<file path="config.mk">
export PLATFORM = sky130hd
export DESIGN_NAME = parity_tx
export DESIGN_NICKNAME = d
export VERILOG_FILES = /design/src/rtl/parity_pkg.sv /design/src/rtl/parity_tx.sv
export SDC_FILE = /design/constraint.sdc
export NUM_CORES = 1
export LEC_CHECK = 0
export CAP_MARGIN = 20
export CORE_MARGIN = 5
export CORE_UTILIZATION = 51
export DETAILED_ROUTE_END_ITERATION = 10
export PLACE_DENSITY = 0.77
export SYNTH_ARGS = -nofsm -noshare
export SYNTH_HDL_FRONTEND = slang
export SYNTH_SLANG_ARGS = --single-unit
</file>
<file path="constraint.sdc">
create_clock -name clk -period 1.9 [get_ports clk]
set_input_delay 0.38 -clock clk [delete_from_list [all_inputs] [get_ports clk]]
set_output_delay 0.38 -clock clk [all_outputs]
set_load 0.01 [all_outputs]
</file>
<file path="src/rtl/parity_pkg.sv">
// Shared definitions for the serial parity transmitter and its receiving checker.
// Both ends take the parity-sense constants from here so they always agree.
package parity_pkg;

    typedef enum logic [1:0] {
        IDLE   = 2'd0,
        START  = 2'd1,
        DATA   = 2'd2,
        PARITY = 2'd3
    } state_t;

    localparam logic PARITY_EVEN  = 1'b0;
    localparam logic PARITY_ODD_C = 1'b1;

endpackage

</file>
<file path="src/rtl/parity_tx.sv">
// Purpose: serialise a DATA_W word LSB first, then one parity bit (optional start bit: PARITY_TX_START_BIT_EN).
// Latency: first frame bit on tx_bit the cycle after accept; frame is DATA_W+1 cycles (DATA_W+2 with start bit).
// Backpressure: ready_out low while a frame's start/data bits are on the line; a new word may be taken during the parity cycle.
module parity_tx
    import parity_pkg::*;
#(
    parameter int DATA_W     = 8,
    parameter int PARITY_ODD = 0
) (
    input  logic              clk,
    input  logic              rst_n,
    input  logic [DATA_W-1:0] data_in,
    input  logic              valid_in,
    output logic              ready_out,
    output logic              tx_bit,
    output logic              tx_valid,
    output logic              tx_last
);

    localparam int               CNT_W    = $clog2(DATA_W + 1);
    localparam logic [CNT_W-1:0] CNT_LAST = CNT_W'(DATA_W);
    localparam logic             SENSE    = (PARITY_ODD != 0) ? PARITY_ODD_C : PARITY_EVEN;

    state_t             state;
    logic [DATA_W-1:0]  shreg;
    logic [CNT_W-1:0]   cnt;
    logic               acc;

    assign ready_out = (state == IDLE) || (state == PARITY);

    always_ff @(posedge clk) begin
        if (!rst_n) begin
            state    <= IDLE;
            shreg    <= '0;
            cnt      <= '0;
            acc      <= 1'b0;
            tx_bit   <= 1'b0;
            tx_valid <= 1'b0;
            tx_last  <= 1'b0;
        end else begin
            case (state)
                IDLE, PARITY: begin
                    tx_last <= 1'b0;
                    if (valid_in) begin
                        tx_valid <= 1'b1;
`ifdef PARITY_TX_START_BIT_EN
                        // The start bit is 0, so leaving it out of acc keeps receiver parity intact.
                        state    <= START;
                        tx_bit   <= 1'b0;
                        shreg    <= data_in;
                        cnt      <= '0;
                        acc      <= 1'b0;
`else
                        state    <= DATA;
                        tx_bit   <= data_in[0];
                        shreg    <= data_in >> 1;
                        cnt      <= CNT_W'(1);
                        acc      <= data_in[0];
`endif
                    end else begin
                        state    <= IDLE;
                        tx_valid <= 1'b0;
                    end
                end
`ifdef PARITY_TX_START_BIT_EN
                START: begin
                    state  <= DATA;
                    tx_bit <= shreg[0];
                    acc    <= shreg[0];
                    shreg  <= shreg >> 1;
                    cnt    <= CNT_W'(1);
                end
`endif
                DATA: begin
                    if (cnt == CNT_LAST) begin
                        state   <= PARITY;
                        tx_bit  <= acc ^ SENSE;
                        tx_last <= 1'b1;
                    end else begin
                        tx_bit <= shreg[0];
                        acc    <= acc ^ shreg[0];
                        shreg  <= shreg >> 1;
                        cnt    <= cnt + 1'b1;
                    end
                end
                default: begin
                    state    <= IDLE;
                    tx_valid <= 1'b0;
                    tx_last  <= 1'b0;
                end
            endcase
        end
    end

endmodule

</file>
==> flow_summary_export.csv <==
group,metric,value,unit
status,status,"complete, no violations",
route,detail-route-antenna-nets,0,
yosys,synth_ff_type,"dfxtp_1",
setup_path,worst_setup_path_start_kind,"flip-flop",
layout,final_nets,136,
grt,grt_max_degree,17,
die,core,0.00171,mm^2
route,via_per_inst,5.85,
sta,skew,8.71,ps
sta,tightestPinTransition,471,ps
die,die_w,52.3,um
grt,antenna_found_initial,0,
placed_design,dpl_cell_area,0.00109,mm^2
power_and_ir_drop,p_per_area,1320,mW/mm^2
grt,grt_pass1_wl,3.46,mm
route,wl_per_cell,14.3,um
grt,grt-ovfl-total,0,
cts,cts_made_buffers,3,
route,drcViolationCount,0,
die,start_util,53.5,%
yosys,yosys.area_share.simple,19.0,%
setup_path,required,1520,ps
setup_path,cp_slowest_cell,"ha_2",
setup_path,critPathMaxStageDelay,390,ps
cts,postCtsSetupBuffers,0,
sta,rsz0062_at_grt,"false",
yosys,syn_inst,102,
sta,fin_tns_setup,0,ps
yosys,synthXorXnorAreaFrac,0,%
cts,clk_latency,300,ps
sta,layout_worst_path_cycle_share,94.0,%
job,maxCapViolations,0,
yosys,yosys_warnings,0,
yosys,yosys-top-cells-count,"17 x dfxtp_1, 13 x a21oi_1, 8 x mux2i_1",
die,ios,15,
yosys,ys_seq_elements,17,
yosys,synth_top_family_by_area,"compound AO/OA/AOI/OAI gates",
yosys,seq_area_frac_synth,37.3,%
sta,setup_slack,113,ps
cts,cts_root_buf,"clkbuf_4",
sta,final_hold_viol_count,0,
sta,drv_slew,0,
placed_design,dp_hpwl,1.49,mm
yosys,synth_compound_area_share,21.4,%
layout,antenna_cells,0,
yosys,syn-cell-area,913,um^2
cts,cts.path.max_buffers,2,
cts,clkTransAtPathRegs,110,ps
sta,fmax,560,MHz
power_and_ir_drop,p_switching,584,uW
route,wirelength,2.05,mm
grt,grt_pass1_vias,803,
setup_path,crit_fanout,6,
power_and_ir_drop,internal-power,899,uW
sta,finalSetupViolations,0,
power_and_ir_drop,seqPwrFrac,36.1,%
yosys,synthTopCellsByArea,"dfxtp_1 37%, mux2i_1 8.8%, a21oi_1 7.1%",
power_and_ir_drop,power.leakage,0.435,nW
setup_path,cp_cell_sequence,"inv_1 > ha_2 > dlygate4sd2_1",
setup_path,critical_path.n_buffers_inverters,2,
yosys,synth-edff-count,0,
yosys,synth_cell_types,30,
setup_path,arrival,1410,ps
cts,cts_tree,"yes",
yosys,synthArstFlopShare,0,%
sta,period_minus_slack,1790,ps
route,drt_first_pass_iters,4,
layout,layout-drive-gt1-share,10.9,%
yosys,yosysTopAreaCell,"dfxtp_1",
power_and_ir_drop,clkPwrFrac,13.5,%
setup_path,crit_type,"reg -> out",
power_and_ir_drop,p_comb_share,50.3,%
sta,timing.slew.headroom,68.6,%
cts,cts_num_sinks,17,
setup_path,critPathTopFamily,"adder cells",
cts,h-tree-depth,1,
power_and_ir_drop,swShare,39.4,%
setup_path,cp-end-kind,"output pin",
yosys,avgSynthCellArea,8.95,um^2
placed_design,port_buffers,14,
yosys,synthAdderAreaFrac,6.85,%
placed_design,gp_congestion,0.795,
yosys,synth_top_area_share,37.3,%
route,drt-initial-drc-count,26,
route,vias,842,
power_and_ir_drop,ir_drop,0.993,mV
grt,grt_usage,17.0,%
layout,postLayoutCellArea,0.00113,mm^2
yosys,synth_most_common_cell,"dfxtp_1",
die,dieArea,0.00274,mm^2
yosys,synthMuxAreaShare,10.0,%
die,rows,15,
hold_path,hold_class,"reg -> reg",
die,die-height,52.3,um
yosys,synth_nets,118,
layout,areaGrowthSynthToFinish,23.4,%
placed_design,dp_slack,65.6,ps
path summary, 6_finish.rpt:
check                           startpoint         to  slack (ps)  cells after the start
worst min-delay path              tx_valid   tx_valid         470                      2
worst max-delay path              state[0]  ready_out         110                      3
worst min register to register    tx_valid   tx_valid         470                      2
worst max register to register    state[0]   shreg[1]         170                      6
metrics by stage:
step	std cells	hold WS (ps)	utilization (%)	total power [mW]
2_1_floorplan	102	449	-	1.04
5_1_grt	144	495	66.0	1.60
4_1_cts	144	470	65.8	1.48
6_report	144	466	66.0	1.48
3_3_place_gp	140	445	64.1	1.25
3_5_place_dp	140	451	64.1	1.29
worst reg2reg max path: stages (launching register included):
cell,delay (ps)
dfxtp_1,370
inv_1,70
ha_2,390
mux2i_2,340
nor2_1,120
buf_4,170
a211oi_1,200
final cells by class:
| cell class | count | area [um^2] |
|---|---|---|
| sequential | 17 | 340 |
| timing repair buffer | 19 | 176 |
| tap | 25 | 31.3 |
| clock inverter | 1 | 5.00 |
| multi-input combinational | 73 | 529 |
| inverter | 6 | 22.5 |
| clock buffer | 3 | 22.5 |
| fill | 155 | 581 |
sequential cells by signal, summed over array words and instances, names as in the netlist:
| signal | cells |
|---|---|
| tx_valid | 1 |
| tx_last | 1 |
| shreg | 7 |
| state | 2 |
| cnt | 4 |
| acc | 1 |
| tx_bit | 1 |
placed cells by master, fill, tap and decap left out, types with 2 or more instances in the layout:
master           synthesis  layout
a211oi_1                 7       7
a21oi_1                 13      13
a31oi_1                  2       2
and3b_1                  2       2
and4b_1                  2       2
buf_4                    0       5
clkbuf_4                 0       3
clkdlybuf4s50_1          0      13
dfxtp_1                 17      17
ha_1                     5       4
inv_1                    6       6
mux2i_1                  8       7
nand2_1                  3       3
nand3_1                  5       5
nand4_1                  4       4
nand4b_1                 2       2
nor2_1                   2       2
o21ai_0                  6       6
repair_timing:
item	CTS	global route
setup endpoints to repair	1	7
hold buffers	0	0
resized for setup	2	1
layer usage:
metal | vias up | routed length (um) | GRT usage (%)
met5 | - | 0 | 0
met4 | 0 | 23 | 6.38
met3 | 4 | 84 | 3.70
met2 | 17 | 1050 | 30.2
met1 | 405 | 898 | 19.7
li1 | 416 | - | -
kinds of logic after synthesis:
logic type	after synthesis
compound gates	32
simple gates	27
flops	17
buf+inv	12
mux	9
fa+ha+maj	5
power groups by stage:
stage / Sequential, mW / Clock [mW] / Combinational (mW)
finish: 0.536 / 0.201 / 0.746
global route: 0.550 / 0.218 / 0.831
CTS: 0.536 / 0.208 / 0.738
detailed placement: 0.544 / 0 / 0.742
global placement: 0.538 / 0 / 0.716
floorplan: 0.532 / 0 / 0.510
(Power assumes the default switching activity.)
==> patch: new RTL, same settings <==
Reset style: asynchronous (`rst_n`), changed in one clocked block.
--- a/src/rtl/parity_tx.sv
+++ b/src/rtl/parity_tx.sv
@@ -29,5 +29,5 @@
     assign ready_out = (state == IDLE) || (state == PARITY);
 
-    always_ff @(posedge clk) begin
+    always_ff @(posedge clk or negedge rst_n) begin
         if (!rst_n) begin
             state    <= IDLE;
Behaviour: differs if rst_n is asserted again (counterexample within 4 cycles, from zero or initial values and one cycle with rst_n low); with rst_n held inactive, the same outputs for 10 cycles.
==> patch against the original RTL <==
Wire length is 9.2% lower. Combinational power increased by 34%. Utilization grew 0.73 points. Area after synthesis down 0.96%. Sequential share of layout area rose by 4.9 points. Sequential power is 9.7% higher. Global-route usage shrank 0.95 points. Worst setup slack gained 0.070 ns. Sequential cell count shrank 1. Design area rose by 1.1%. Total power grew 22%. Die area fell by 0.78%. Critical path type is now reg2reg. Critical endpoint is now shreg[3]$_DFFE_PN0P_. Largest cell class unchanged. Largest power group unchanged.
==> patch: results (changes against the original RTL) <==
\begin{tabular}{lr}
\hline
Metric & Value \\
\hline
\multicolumn{2}{l}{\textbf{Run status}} \\
Status & finished clean \\
\multicolumn{2}{l}{\textbf{Finish}} \\
CLK BUF & 4 (+1) \\
Flip-flop and latch area & 400.4 um\^{}2 (+18\%) \\
Number of non-clock buffers & 21 (+2) \\
Final-stage net count & 127 (-6.6\%) \\
Fin cells & 135 (-6.3\%) \\
Leading registers by flop count & shreg: 7 flops, cnt: 4 flops \\
Number of fill cells & 144 (-7.1\%) \\
Fraction of cell area in non-clock buffers & 16.79\% (+1.1 points) \\
Number of logic inverters in the finished layout & 7 (+1) \\
\multicolumn{2}{l}{\textbf{Setup path}} \\
Slowest stage cell, crit path & or2\_1 \\
CP Class & reg2reg \\
RR Startpoint & tx\_last\$\_DFFE\_PN0P\_ \\
\multicolumn{2}{l}{\textbf{Clock tree}} \\
Total clock sinks & 16 (-1) \\
Worst-skew pair later-pin latency & 0.28 ns (-0.02 ns) \\
\multicolumn{2}{l}{\textbf{Synth}} \\
Post-synth top cells & dfrtp\_1, o21ai\_0, o21ai\_1 \\
Syn Std Cell Area & 904.6 um\^{}2 (-0.96\%) \\
Distinct cell type count after synthesis & 24 (-20\%) \\
Syn\_nets & 107 (-9.3\%) \\
Post-synthesis share of cell area spent on full adders, half adders and majority gates & 6.916\% (+0.066 points) \\
Share of async-settable or async-resettable flops after synthesis & 100.0\% (+100 points) \\
Multiplexer share of the synthesized area & 11.34\% (+1.3 points) \\
Compound-gate portion of the synthesized area & 16.74\% (-4.6 points) \\
\multicolumn{2}{l}{\textbf{Place}} \\
Weighted congestion at the end of routability-driven global placement & 0.8361 (+5.1\%) \\
Pre-CTS setup slack & 0.05043 ns (-0.01520 ns) \\
Hpwl dp & 1.312 mm (-12\%) \\
\multicolumn{2}{l}{\textbf{Global routing}} \\
Vias in the first global route & 724 (-9.8\%) \\
First-pass GRT wire length & 3.187 mm (-7.8\%) \\
\multicolumn{2}{l}{\textbf{Timing}} \\
Worst hold margin & 0.4028 ns (-0.06295 ns) \\
\multicolumn{2}{l}{\textbf{Worst hold path}} \\
Path type of the worst min-delay path & in2async \\
\multicolumn{2}{l}{\textbf{Pwr}} \\
Sw frac & 39.53\% (+0.14 points) \\
\hline
\end{tabular}
## patch: repair_timing
item / CTS / global route
buffers inserted: 2 / 0
setup endpoints to repair: 1 / 0
resized for setup: 2 / 0
## patch: cell families after synthesis
family | after synthesis
compound gates | 26
fa+ha+maj | 5
buf+inv | 13
flops | 16
mux | 10
simple gates | 21
## patch: power by group through the flow
stage | logic [W] | registers (W) | clock network (W)
detailed placement | 0.000927 | 0.000600 | 0
CTS | 0.00100 | 0.000588 | 0.000228
finish | 0.00100 | 0.000588 | 0.000226
floorplan | 0.000656 | 0.000590 | 0
global placement | 0.000895 | 0.000592 | 0
global route | 0.00111 | 0.000610 | 0.000246
## patch: metal layers
metal	track usage, %	part of all wire, %	vias to the layer above
li1	-	-	358
met3	4.298	4.6	2
met4	3.930	0.75	0
met5	0	0	-
met2	29.50	54	16
met1	18.13	41	356
